File: src/rtl/uart_rx_buffered.sv
// 8N1 UART receiver with a first-word-fall-through byte FIFO and valid/ready read port.
// Flags framing errors and dropped bytes with single-cycle registered pulses.
module uart_rx_buffered #(
    parameter int CLKS_PER_BIT = 8,
    parameter int FIFO_DEPTH   = 8
) (
    input  logic                          clk_i,
    input  logic                          rst_i,
    input  logic                          rx_i,
    output logic [7:0]                    data_o,
    output logic                          valid_o,
    input  logic                          ready_i,
    output logic                          framing_err_o,
    output logic                          overflow_o,
    output logic [$clog2(FIFO_DEPTH):0]   count_o
);

    localparam int CW = $clog2(CLKS_PER_BIT);
    localparam int PW = $clog2(FIFO_DEPTH);
    localparam int NW = PW + 1;
    localparam logic [CW-1:0] CNT_HALF = CW'(CLKS_PER_BIT / 2 - 1);
    localparam logic [CW-1:0] CNT_LAST = CW'(CLKS_PER_BIT - 1);
    localparam logic [NW-1:0] DEPTH_N  = NW'(FIFO_DEPTH);

    // state     | meaning
    // IDLE      | line idle, waiting for a falling edge
    // START     | confirming the start bit at its midpoint
    // DATA      | sampling 8 data bits, LSB first
    // STOP      | sampling the stop bit, push or flag
    // WAIT_IDLE | after a bad stop bit, wait for the line to return high
    typedef enum logic [2:0] {
        S_IDLE,
        S_START,
        S_DATA,
        S_STOP,
        S_WAIT_IDLE
    } state_t;

    logic          r_rx_meta;
    logic          r_rxs;
    state_t        r_state;
    logic [CW-1:0] r_cnt;
    logic [2:0]    r_idx;
    logic [7:0]    r_sh;
    logic          r_framing_err;
    logic          r_overflow;

    logic [7:0]    r_mem [FIFO_DEPTH];
    logic [PW-1:0] r_wr_ptr;
    logic [PW-1:0] r_rd_ptr;
    logic [NW-1:0] r_count;

    state_t        w_state_nxt;
    logic [CW-1:0] w_cnt_nxt;
    logic [2:0]    w_idx_nxt;
    logic [7:0]    w_sh_nxt;
    logic          w_push_req;
    logic          w_ferr;
    logic          w_pop;
    logic          w_full;
    logic          w_wr;
    logic          w_ovf;

    always_ff @(posedge clk_i or posedge rst_i) begin
        if (rst_i) begin
            r_rx_meta <= 1'b1;
            r_rxs     <= 1'b1;
        end else begin
            r_rx_meta <= rx_i;
            r_rxs     <= r_rx_meta;
        end
    end

    always_ff @(posedge clk_i or posedge rst_i) begin
        if (rst_i) begin
            r_state <= S_IDLE;
            r_cnt   <= '0;
            r_idx   <= '0;
            r_sh    <= '0;
        end else begin
            r_state <= w_state_nxt;
            r_cnt   <= w_cnt_nxt;
            r_idx   <= w_idx_nxt;
            r_sh    <= w_sh_nxt;
        end
    end

    always_comb begin
        w_state_nxt = r_state;
        w_cnt_nxt   = r_cnt;
        w_idx_nxt   = r_idx;
        w_sh_nxt    = r_sh;
        w_push_req  = 1'b0;
        w_ferr      = 1'b0;
        case (r_state)
            S_IDLE: begin
                if (!r_rxs) begin
                    w_state_nxt = S_START;
                    w_cnt_nxt   = '0;
                end
            end
            S_START: begin
                if (r_cnt == CNT_HALF) begin
                    w_cnt_nxt   = '0;
                    w_idx_nxt   = '0;
                    w_state_nxt = r_rxs ? S_IDLE : S_DATA;
                end else begin
                    w_cnt_nxt = r_cnt + 1'b1;
                end
            end
            S_DATA: begin
                if (r_cnt == CNT_LAST) begin
                    w_cnt_nxt = '0;
                    w_sh_nxt  = {r_rxs, r_sh[7:1]};
                    if (r_idx == 3'd7) begin
                        w_state_nxt = S_STOP;
                    end else begin
                        w_idx_nxt = r_idx + 1'b1;
                    end
                end else begin
                    w_cnt_nxt = r_cnt + 1'b1;
                end
            end
            S_STOP: begin
                if (r_cnt == CNT_LAST) begin
                    w_cnt_nxt = '0;
                    if (r_rxs) begin
                        w_push_req  = 1'b1;
                        w_state_nxt = S_IDLE;
                    end else begin
                        w_ferr      = 1'b1;
                        w_state_nxt = S_WAIT_IDLE;
                    end
                end else begin
                    w_cnt_nxt = r_cnt + 1'b1;
                end
            end
            S_WAIT_IDLE: begin
                if (r_rxs) begin
                    w_state_nxt = S_IDLE;
                end
            end
            default: begin
                w_state_nxt = S_IDLE;
            end
        endcase
    end

    // A full FIFO still accepts a push when the head is popped in the same cycle.
    assign valid_o = (r_count != '0);
    assign w_pop   = valid_o && ready_i;
    assign w_full  = (r_count == DEPTH_N);
    assign w_wr    = w_push_req && (!w_full || w_pop);
    assign w_ovf   = w_push_req && w_full && !w_pop;

    always_ff @(posedge clk_i) begin
        if (w_wr) begin
            r_mem[r_wr_ptr] <= r_sh;
        end
    end

    always_ff @(posedge clk_i or posedge rst_i) begin
        if (rst_i) begin
            r_wr_ptr      <= '0;
            r_rd_ptr      <= '0;
            r_count       <= '0;
            r_framing_err <= 1'b0;
            r_overflow    <= 1'b0;
        end else begin
            r_framing_err <= w_ferr;
            r_overflow    <= w_ovf;
            if (w_wr) begin
                r_wr_ptr <= r_wr_ptr + 1'b1;
            end
            if (w_pop) begin
                r_rd_ptr <= r_rd_ptr + 1'b1;
            end
            case ({w_wr, w_pop})
                2'b10:   r_count <= r_count + 1'b1;
                2'b01:   r_count <= r_count - 1'b1;
                default: r_count <= r_count;
            endcase
        end
    end

    assign data_o        = valid_o ? r_mem[r_rd_ptr] : 8'h00;
    assign count_o       = r_count;
    assign framing_err_o = r_framing_err;
    assign overflow_o    = r_overflow;

endmodule

File: config.mk
export PLATFORM = sky130hd
export DESIGN_NAME = uart_rx_buffered
export DESIGN_NICKNAME = d
export VERILOG_FILES = /design/src/rtl/uart_rx_buffered.sv
export SDC_FILE = /design/constraint.sdc
export NUM_CORES = 1
export LEC_CHECK = 0
export BUFFER_PORTS_ARGS = -buffer_cell sky130_fd_sc_hd__buf_2
export CAP_MARGIN = 5
export CORE_MARGIN = 4
export CORE_UTILIZATION = 55
export DETAILED_ROUTE_END_ITERATION = 10
export PLACE_DENSITY = 0.75
export SLEW_MARGIN = 10
export SYNTH_ARGS = -nofsm -noshare
export SYNTH_HDL_FRONTEND = slang
export SYNTH_SLANG_ARGS = --single-unit
File: constraint.sdc
create_clock -name clk_i -period 3.35 [get_ports clk_i]
set_input_delay 0.335 -clock clk_i [delete_from_list [all_inputs] [get_ports clk_i]]
set_output_delay 0.335 -clock clk_i [all_outputs]
set_load 0.05 [all_outputs]
==> out/summary.txt, run 1 <==
status: finished, final reports clean
startpoint types: flop
antenna diode instance count: 0
RSZ-0062 raised after global routing: no
CP Buf/Inv Count: 0
vias per inst: 5.738
Slew headroom: 44.66%
Fin. Hold Viols: 0
Worst-Margin Slew: 0.8271 ns
Mapped Cells: 250
max-capacitance violation count: 0
Pwr per Cell Area: 819.4 mW/mm²
main combinational cell family by area after synthesis: multiplexers
TritonCTS clock tree: built
post_cts resized: 0
maximum vdd drop: 312.3 µV
DP HPWL: 4.457 mm
post-synthesis simple-gate area fraction: 7.756%
die height: 93.97 µm
Leak: 1.685 nW
grt ovf: 0
Setup CP Type: reg2reg
routed wire length: 6.639 mm
Seq cells post-synth: 95
period utilisation layout: 77.76%
mux share of post-synthesis cell area: 13.88%
initial antenna violation count: 0
CP arrival: 2.60 ns
post-synthesis compound-gate area fraction: 5.202%
Placed Instances: 358
Buffers on Ports: 18
clk slew on worst S/H paths: 0.09 ns
worst-skew pair later-pin latency: 0.36 ns
Slew Limit Fails: 0
post-DR wirelength/cell: 17.75 µm
Seq/Total Area, Yosys: 66.42%
Yosys warning count: 0
Mapped Area: 0.004065 mm²
clock tree buffer depth: 2
worst-path cell chain: ha_1 > ha_1 > and4b_1 > o211a_1 > nand2_1 > nor2_1
crit-path most repeated cell: ha_1
Crit Path Max Fanout: 8
Num CTS Buffers: 9
EDFF count, synth: 64
crit path time final: 2.605 ns
Post-CTS Setup Inserts: 0
Max stage delay on crit path: 0.67 ns
share of cells above drive strength 1: 27.64%
Synth cell types: 49
critical path's slowest cell: nor2_1
Starting DRT DRC Count: 130
Hold Crit Class: in2async
pin count of the biggest net entering global routing: 32
cts hold-fix bufs: 0
vias in the first global route: 2036
fmax: 383.9 MHz
Top-Level Pins: 19
Overall Global Routing Usage: 17.06%
Core ar.: 0.007214 mm²
CTS HTree Levels: 3
adder-cell share of the synthesized area: 2.770%
row count: 31
NumNets Final: 283
final-report setup violation count: 0
clock sink count: 95
required time of the critical path: 3.34 ns
most used flip-flop cell after synthesis: edfxtp_1
first-pass GRT wire length: 10.94 mm
overall die area: 0.008830 mm²
Vias: 2146
post-synthesis xor/xnor area fraction: 1.077%
Initial Util: 56.35%
die width: 93.97 µm
Final TNS setup: 0 ns
Detail Route Antenna Nets: 0
Clock Skew: 0.009904 ns
RePlAce Congestion: 0.7950
Post-synth ARST share: 32.63%
root buf cell: clkbuf_8
Layout area overhead: 9.818%
synthesized area per cell: 16.26 µm²
DR pass1 iterations: 4
DRC viols: 0
final std cells w/o fill: 374
Largest delay share family, worst path: simple AND/OR/NAND/NOR gates
Crit. End Element: flop
synthesized net count: 263
synth_stat cells, drive strengths merged, types with 3 or more instances:
cell type	number	area [µm²]
edfxtp	64	1922
dfrtp	29	725.7
nor2	19	71.32
mux4	16	360.4
nand2	13	48.80
buf	11	78.82
mux2	11	123.9
ha	9	112.6
a21oi	8	40.04
mux2i	8	80.08
inv	7	26.27
nand2b	5	31.28
nor3	4	20.02
xnor2	4	35.03
a21o	3	22.52
a22o	3	27.53
clkbuf	3	12.51
nand3	3	15.01
nor2b	3	18.77
placed cells by master, fill, tap and decap left out, types with 6 or more instances in the layout:
master	Yosys	layout
clkbuf_8	0	10
ha_1	9	9
dfrtp_1	29	29
mux2_2	11	11
nand2_1	13	13
mux4_2	16	16
mux2i_1	8	8
nor2_1	19	19
buf_2	3	18
a21oi_1	8	8
inv_1	6	6
edfxtp_1	64	64
metal layers:
metal,share of wire [%],vias to the layer above,track usage (%),routed length [µm]
met5,0,-,0,0
met4,1.7,0,7.220,112
met3,5.0,10,4.808,329
met2,48,52,24.54,3155
met1,46,1093,24.50,3041
li1,-,991,-,-
worst reg2reg max path, stage by stage, from the launching register on:
cell     delay (ns)
dfrtp_1        0.38
ha_1           0.21
ha_1           0.22
and4b_1        0.38
o211a_1        0.25
nand2_1        0.13
nor2_1         0.67
state kept, by name (all words and copies together), names as in the netlist:
name,cells
r_rd_ptr,3
r_cnt,3
overflow_o,1
r_wr_ptr,3
r_mem,64
r_state,3
count_o,4
r_rxs,1
framing_err_o,1
r_sh,8
r_idx,3
r_rx_meta,1
report_power, final:
| part | internal, W | total, W | switching (W) |
|---|---|---|---|
| clock network | 0.000466 | 0.000847 | 0.000381 |
| logic | 0.000476 | 0.00120 | 0.000722 |
| registers | 0.00138 | 0.00161 | 0.000230 |
| total | 0.00232 | 0.00366 | 0.00133 |
final cells by class:
| type | count | area [µm²] |
|---|---|---|
| Clock buffer | 13 | 195.2 |
| Clock inverter | 3 | 43.79 |
| Fill cell | 535 | 2750 |
| Inverter | 7 | 26.28 |
| Multi-Input combinational cell | 134 | 1247 |
| Sequential cell | 95 | 2700 |
| Tap cell | 99 | 123.9 |
| Timing Repair Buffer | 23 | 127.6 |
path summary, 6_finish.rpt:
check	from	slack, ns	cells after the start	end
max	r_cnt[0]$_DFFE_PP0P_	0.75	6	r_mem[5][4]$_DFFE_PP_
min	rst_i	0.04	3	framing_err_o$_DFF_PP0_
max reg2reg	r_cnt[0]$_DFFE_PP0P_	0.75	6	r_mem[5][4]$_DFFE_PP_
min reg2reg	r_rx_meta$_DFF_PP1_	0.36	0	r_rxs$_DFF_PP1_
max in group asynchronous	rst_i	2.99	3	r_rx_meta$_DFF_PP1_
min in group clk_i	rx_i	0.07	1	r_rx_meta$_DFF_PP1_
cell families after synthesis:
| kind of cell | Yosys count |
|---|---|
| AO/OA/AOI/OAI | 27 |
| XOR/XNOR | 5 |
| adder cells (fa/ha/maj) | 9 |
| buffers and inverters | 21 |
| flip-flops | 95 |
| multiplexers | 35 |
| AND/OR/NAND/NOR | 58 |
through the flow:
| step | utilization, % | hold slack [ns] | area, µm² | worst slack, ns | total power, W |
|---|---|---|---|---|---|
| finish | 61.88 | 0.04296 | 4464 | 0.7452 | 0.003658 |
| global route | 61.88 | 0.03816 | 4464 | 0.5386 | 0.003862 |
| CTS | 61.88 | 0.03771 | 4464 | 0.7322 | 0.003691 |
| detailed placement | 58.57 | 0.3468 | 4225 | 0.7574 | 0.002852 |
| global placement | 58.57 | 0.3461 | 4225 | 0.8483 | 0.002812 |
| floorplan | - | 0.3395 | 4065 | 0.9251 | 0.002602 |
No activity file was read; power rests on OpenSTA's default activity.
==> run 2, diff against run 1 <==
--- a/config.mk
+++ b/config.mk
@@ -10,7 +10,7 @@
 export CORE_MARGIN = 4
 export CORE_UTILIZATION = 55
 export DETAILED_ROUTE_END_ITERATION = 10
-export PLACE_DENSITY = 0.75
+export PLACE_DENSITY = 0.77
 export SLEW_MARGIN = 10
 export SYNTH_ARGS = -nofsm -noshare
 export SYNTH_HDL_FRONTEND = slang
==> constraint.sdc (replaced) <==
create_clock -name clk_i -period 2.2 [get_ports clk_i]
set_input_delay 0.22 -clock clk_i [delete_from_list [all_inputs] [get_ports clk_i]]
set_output_delay 0.22 -clock clk_i [all_outputs]
set_load 0.05 [all_outputs]
==> run 2 against run 1 <==
Against the previous run: via count up 4.7%; worst hold slack better by 0.14 ns; design area up 5.6%; clock power up 24%; register-to-register slack worse by 0.65 ns; die area unchanged; non-clock buffer count up 28; clock skew up 0.0035 ns; combinational power up 91%; core utilization up 3.5 points; critical endpoint is now data_o[3].
==> out/summary.txt, run 2 (synthesis gave the netlist of run 1 again) <==
status: finished, final reports clean
switching pwr: 0.002152 W
Max stage delay on crit path: 0.53 ns
clock sink count: 95
vias per inst: 5.587
final-report setup violation count: 0
Core ar.: 0.007214 mm²
Pwr per Cell Area: 1200 mW/mm²
final std cells w/o fill: 402
first-pass GRT wire length: 11.36 mm
startpoint types: flop
Worst-Margin Slew: 0.6201 ns
share of cells above drive strength 1: 36.63%
Int Power: 0.003506 W
period utilisation layout: 98.71%
Hold Crit Class: in2reg
CP arrival: 1.95 ns
worst-skew pair later-pin latency: 0.36 ns
Num CTS Buffers: 9
Top-Level Pins: 19
Vias: 2246
grt ovf: 0
Slew headroom: 58.66%
antenna diode instance count: 0
Initial Util: 56.35%
Starting DRT DRC Count: 89
Placed Instances: 383
fillcell total: 513
die width: 93.97 µm
Largest delay share family, worst path: multiplexers
TritonCTS clock tree: built
max FFs per register: 64
fmax: 460.5 MHz
initial antenna violation count: 0
Post-CTS Setup Inserts: 0
Gate power share: 40.5%
Buffers on Ports: 18
worst-path cell chain: buf_12 > mux4_2 > mux2i_2 > nor2_1 > buf_6
Crit. End Element: output port
Placement Cell Area: 0.004456 mm²
commonest non-fill, non-tap cells in the layout: edfxtp_1 (64), buf_4 (27), dfrtp_1 (25)
Crit Path Max Fanout: 9
maximum vdd drop: 419.5 µV
post-DR wirelength/cell: 18.15 µm
Setup CP Type: reg2out
required time of the critical path: 1.98 ns
critical path's slowest cell: mux4_2
overall die area: 0.008830 mm²
design area: 0.004715 mm²
routed wire length: 7.296 mm
CTS HTree Levels: 3
row count: 31
max-capacitance violation count: 0
register with the most flip-flops: r_mem
Slew Limit Fails: 0
crit path time final: 2.172 ns
DR pass1 iterations: 4
die height: 93.97 µm
NumNets Final: 311
RSZ-0062 raised after global routing: yes
clock tree buffer depth: 2
Overall Global Routing Usage: 17.64%
root buf cell: clkbuf_8
Fin. Hold Viols: 0
RePlAce Congestion: 0.7713
Detail Route Antenna Nets: 0
vias in the first global route: 2280
pin count of the biggest net entering global routing: 19
commonest non-fill, non-tap cell in the layout: edfxtp_1
DRC viols: 0
clock share of power: 18.5%
DP HPWL: 4.646 mm
Switching Fraction: 38.03%
Clock Skew: 0.01340 ns
clk slew on worst S/H paths: 0.10 ns
CP Buf/Inv Count: 2
Leak: 1.817 nW
Layout area overhead: 15.97%
power share of the sequential group: 41.0%
run 2: final cells by class:
type	instances	area, µm²	area share [%]
sequential	95	2705	57.38
timing repair buffer	51	395.4	8.386
tap	99	123.9	2.627
clock inverter	6	53.80	1.141
inverter	7	26.28	0.5573
clock buffer	10	127.6	2.707
multi-input combinational	134	1282	27.20
run 2: path summary, 6_finish.rpt:
| check | start | endpoint | slack (ns) | cells after the start |
|---|---|---|---|---|
| max | r_rd_ptr[0]$_DFFE_PP0P_ | data_o[3] | 0.03 | 5 |
| min | ready_i | r_rd_ptr[2]$_DFFE_PP0P_ | 0.19 | 3 |
| max reg2reg | r_cnt[1]$_DFFE_PP0P_ | r_mem[6][6]$_DFFE_PP_ | 0.10 | 8 |
| min reg2reg | r_rx_meta$_DFF_PP1_ | r_rxs$_DFF_PP1_ | 0.36 | 0 |
| max in group asynchronous | rst_i | r_rxs$_DFF_PP1_ | 1.03 | 4 |
| min in group asynchronous | rst_i | overflow_o$_DFF_PP0_ | 0.46 | 3 |
run 2: power groups by stage:
stage | Sequential (W) | Combinational, W | Clock (W)
final | 0.00232 | 0.00229 | 0.00105
after global routing | 0.00235 | 0.00245 | 0.00115
after CTS | 0.00231 | 0.00223 | 0.00107
after detailed placement | 0.00235 | 0.00220 | 0
after global placement | 0.00233 | 0.00215 | 0
after floorplan | 0.00235 | 0.00162 | 0
run 2: per-stage QoR:
stage | power [W] | TNS (ns) | worst slack [ns] | utilization (%) | hold WS [ns]
final | 0.005658 | 0 | 0.02837 | 65.35 | 0.1864
after global routing | 0.005953 | -0.9419 | -0.04354 | 65.35 | 0.1741
after CTS | 0.005609 | 0 | 0.003287 | 64.76 | 0.1726
after detailed placement | 0.004545 | -0.02076 | -0.02076 | 61.76 | 0.3031
after global placement | 0.004487 | 0 | 0.02714 | 61.76 | 0.2963
after floorplan | 0.003970 | -0.1055 | -0.1055 | - | 0.2245
run 2: worst min-delay path, delay by kind of cell:
| family | cells | cell delay (ns) |
|---|---|---|
| buffers and inverters | 1 | 0.14 |
| XOR/XNOR | 1 | 0.06 |
| AND/OR/NAND/NOR | 1 | 0.09 |
run 2: timing repair:
item,CTS,global route
pin swaps,2,3
hold endpoints to repair,14,0
hold buffers,2,0
gates resized for setup,2,7
endpoints found under the setup margin,1,45
cloned,0,1
run 2: metal layers:
| metal | up-vias | global-route usage [%] | wire, µm |
|---|---|---|---|
| met5 | - | 0 | 0 |
| met4 | 0 | 8.544 | 136 |
| met3 | 11 | 3.686 | 277 |
| met2 | 45 | 29.39 | 3855 |
| met1 | 1134 | 21.99 | 3027 |
| li1 | 1056 | - | - |
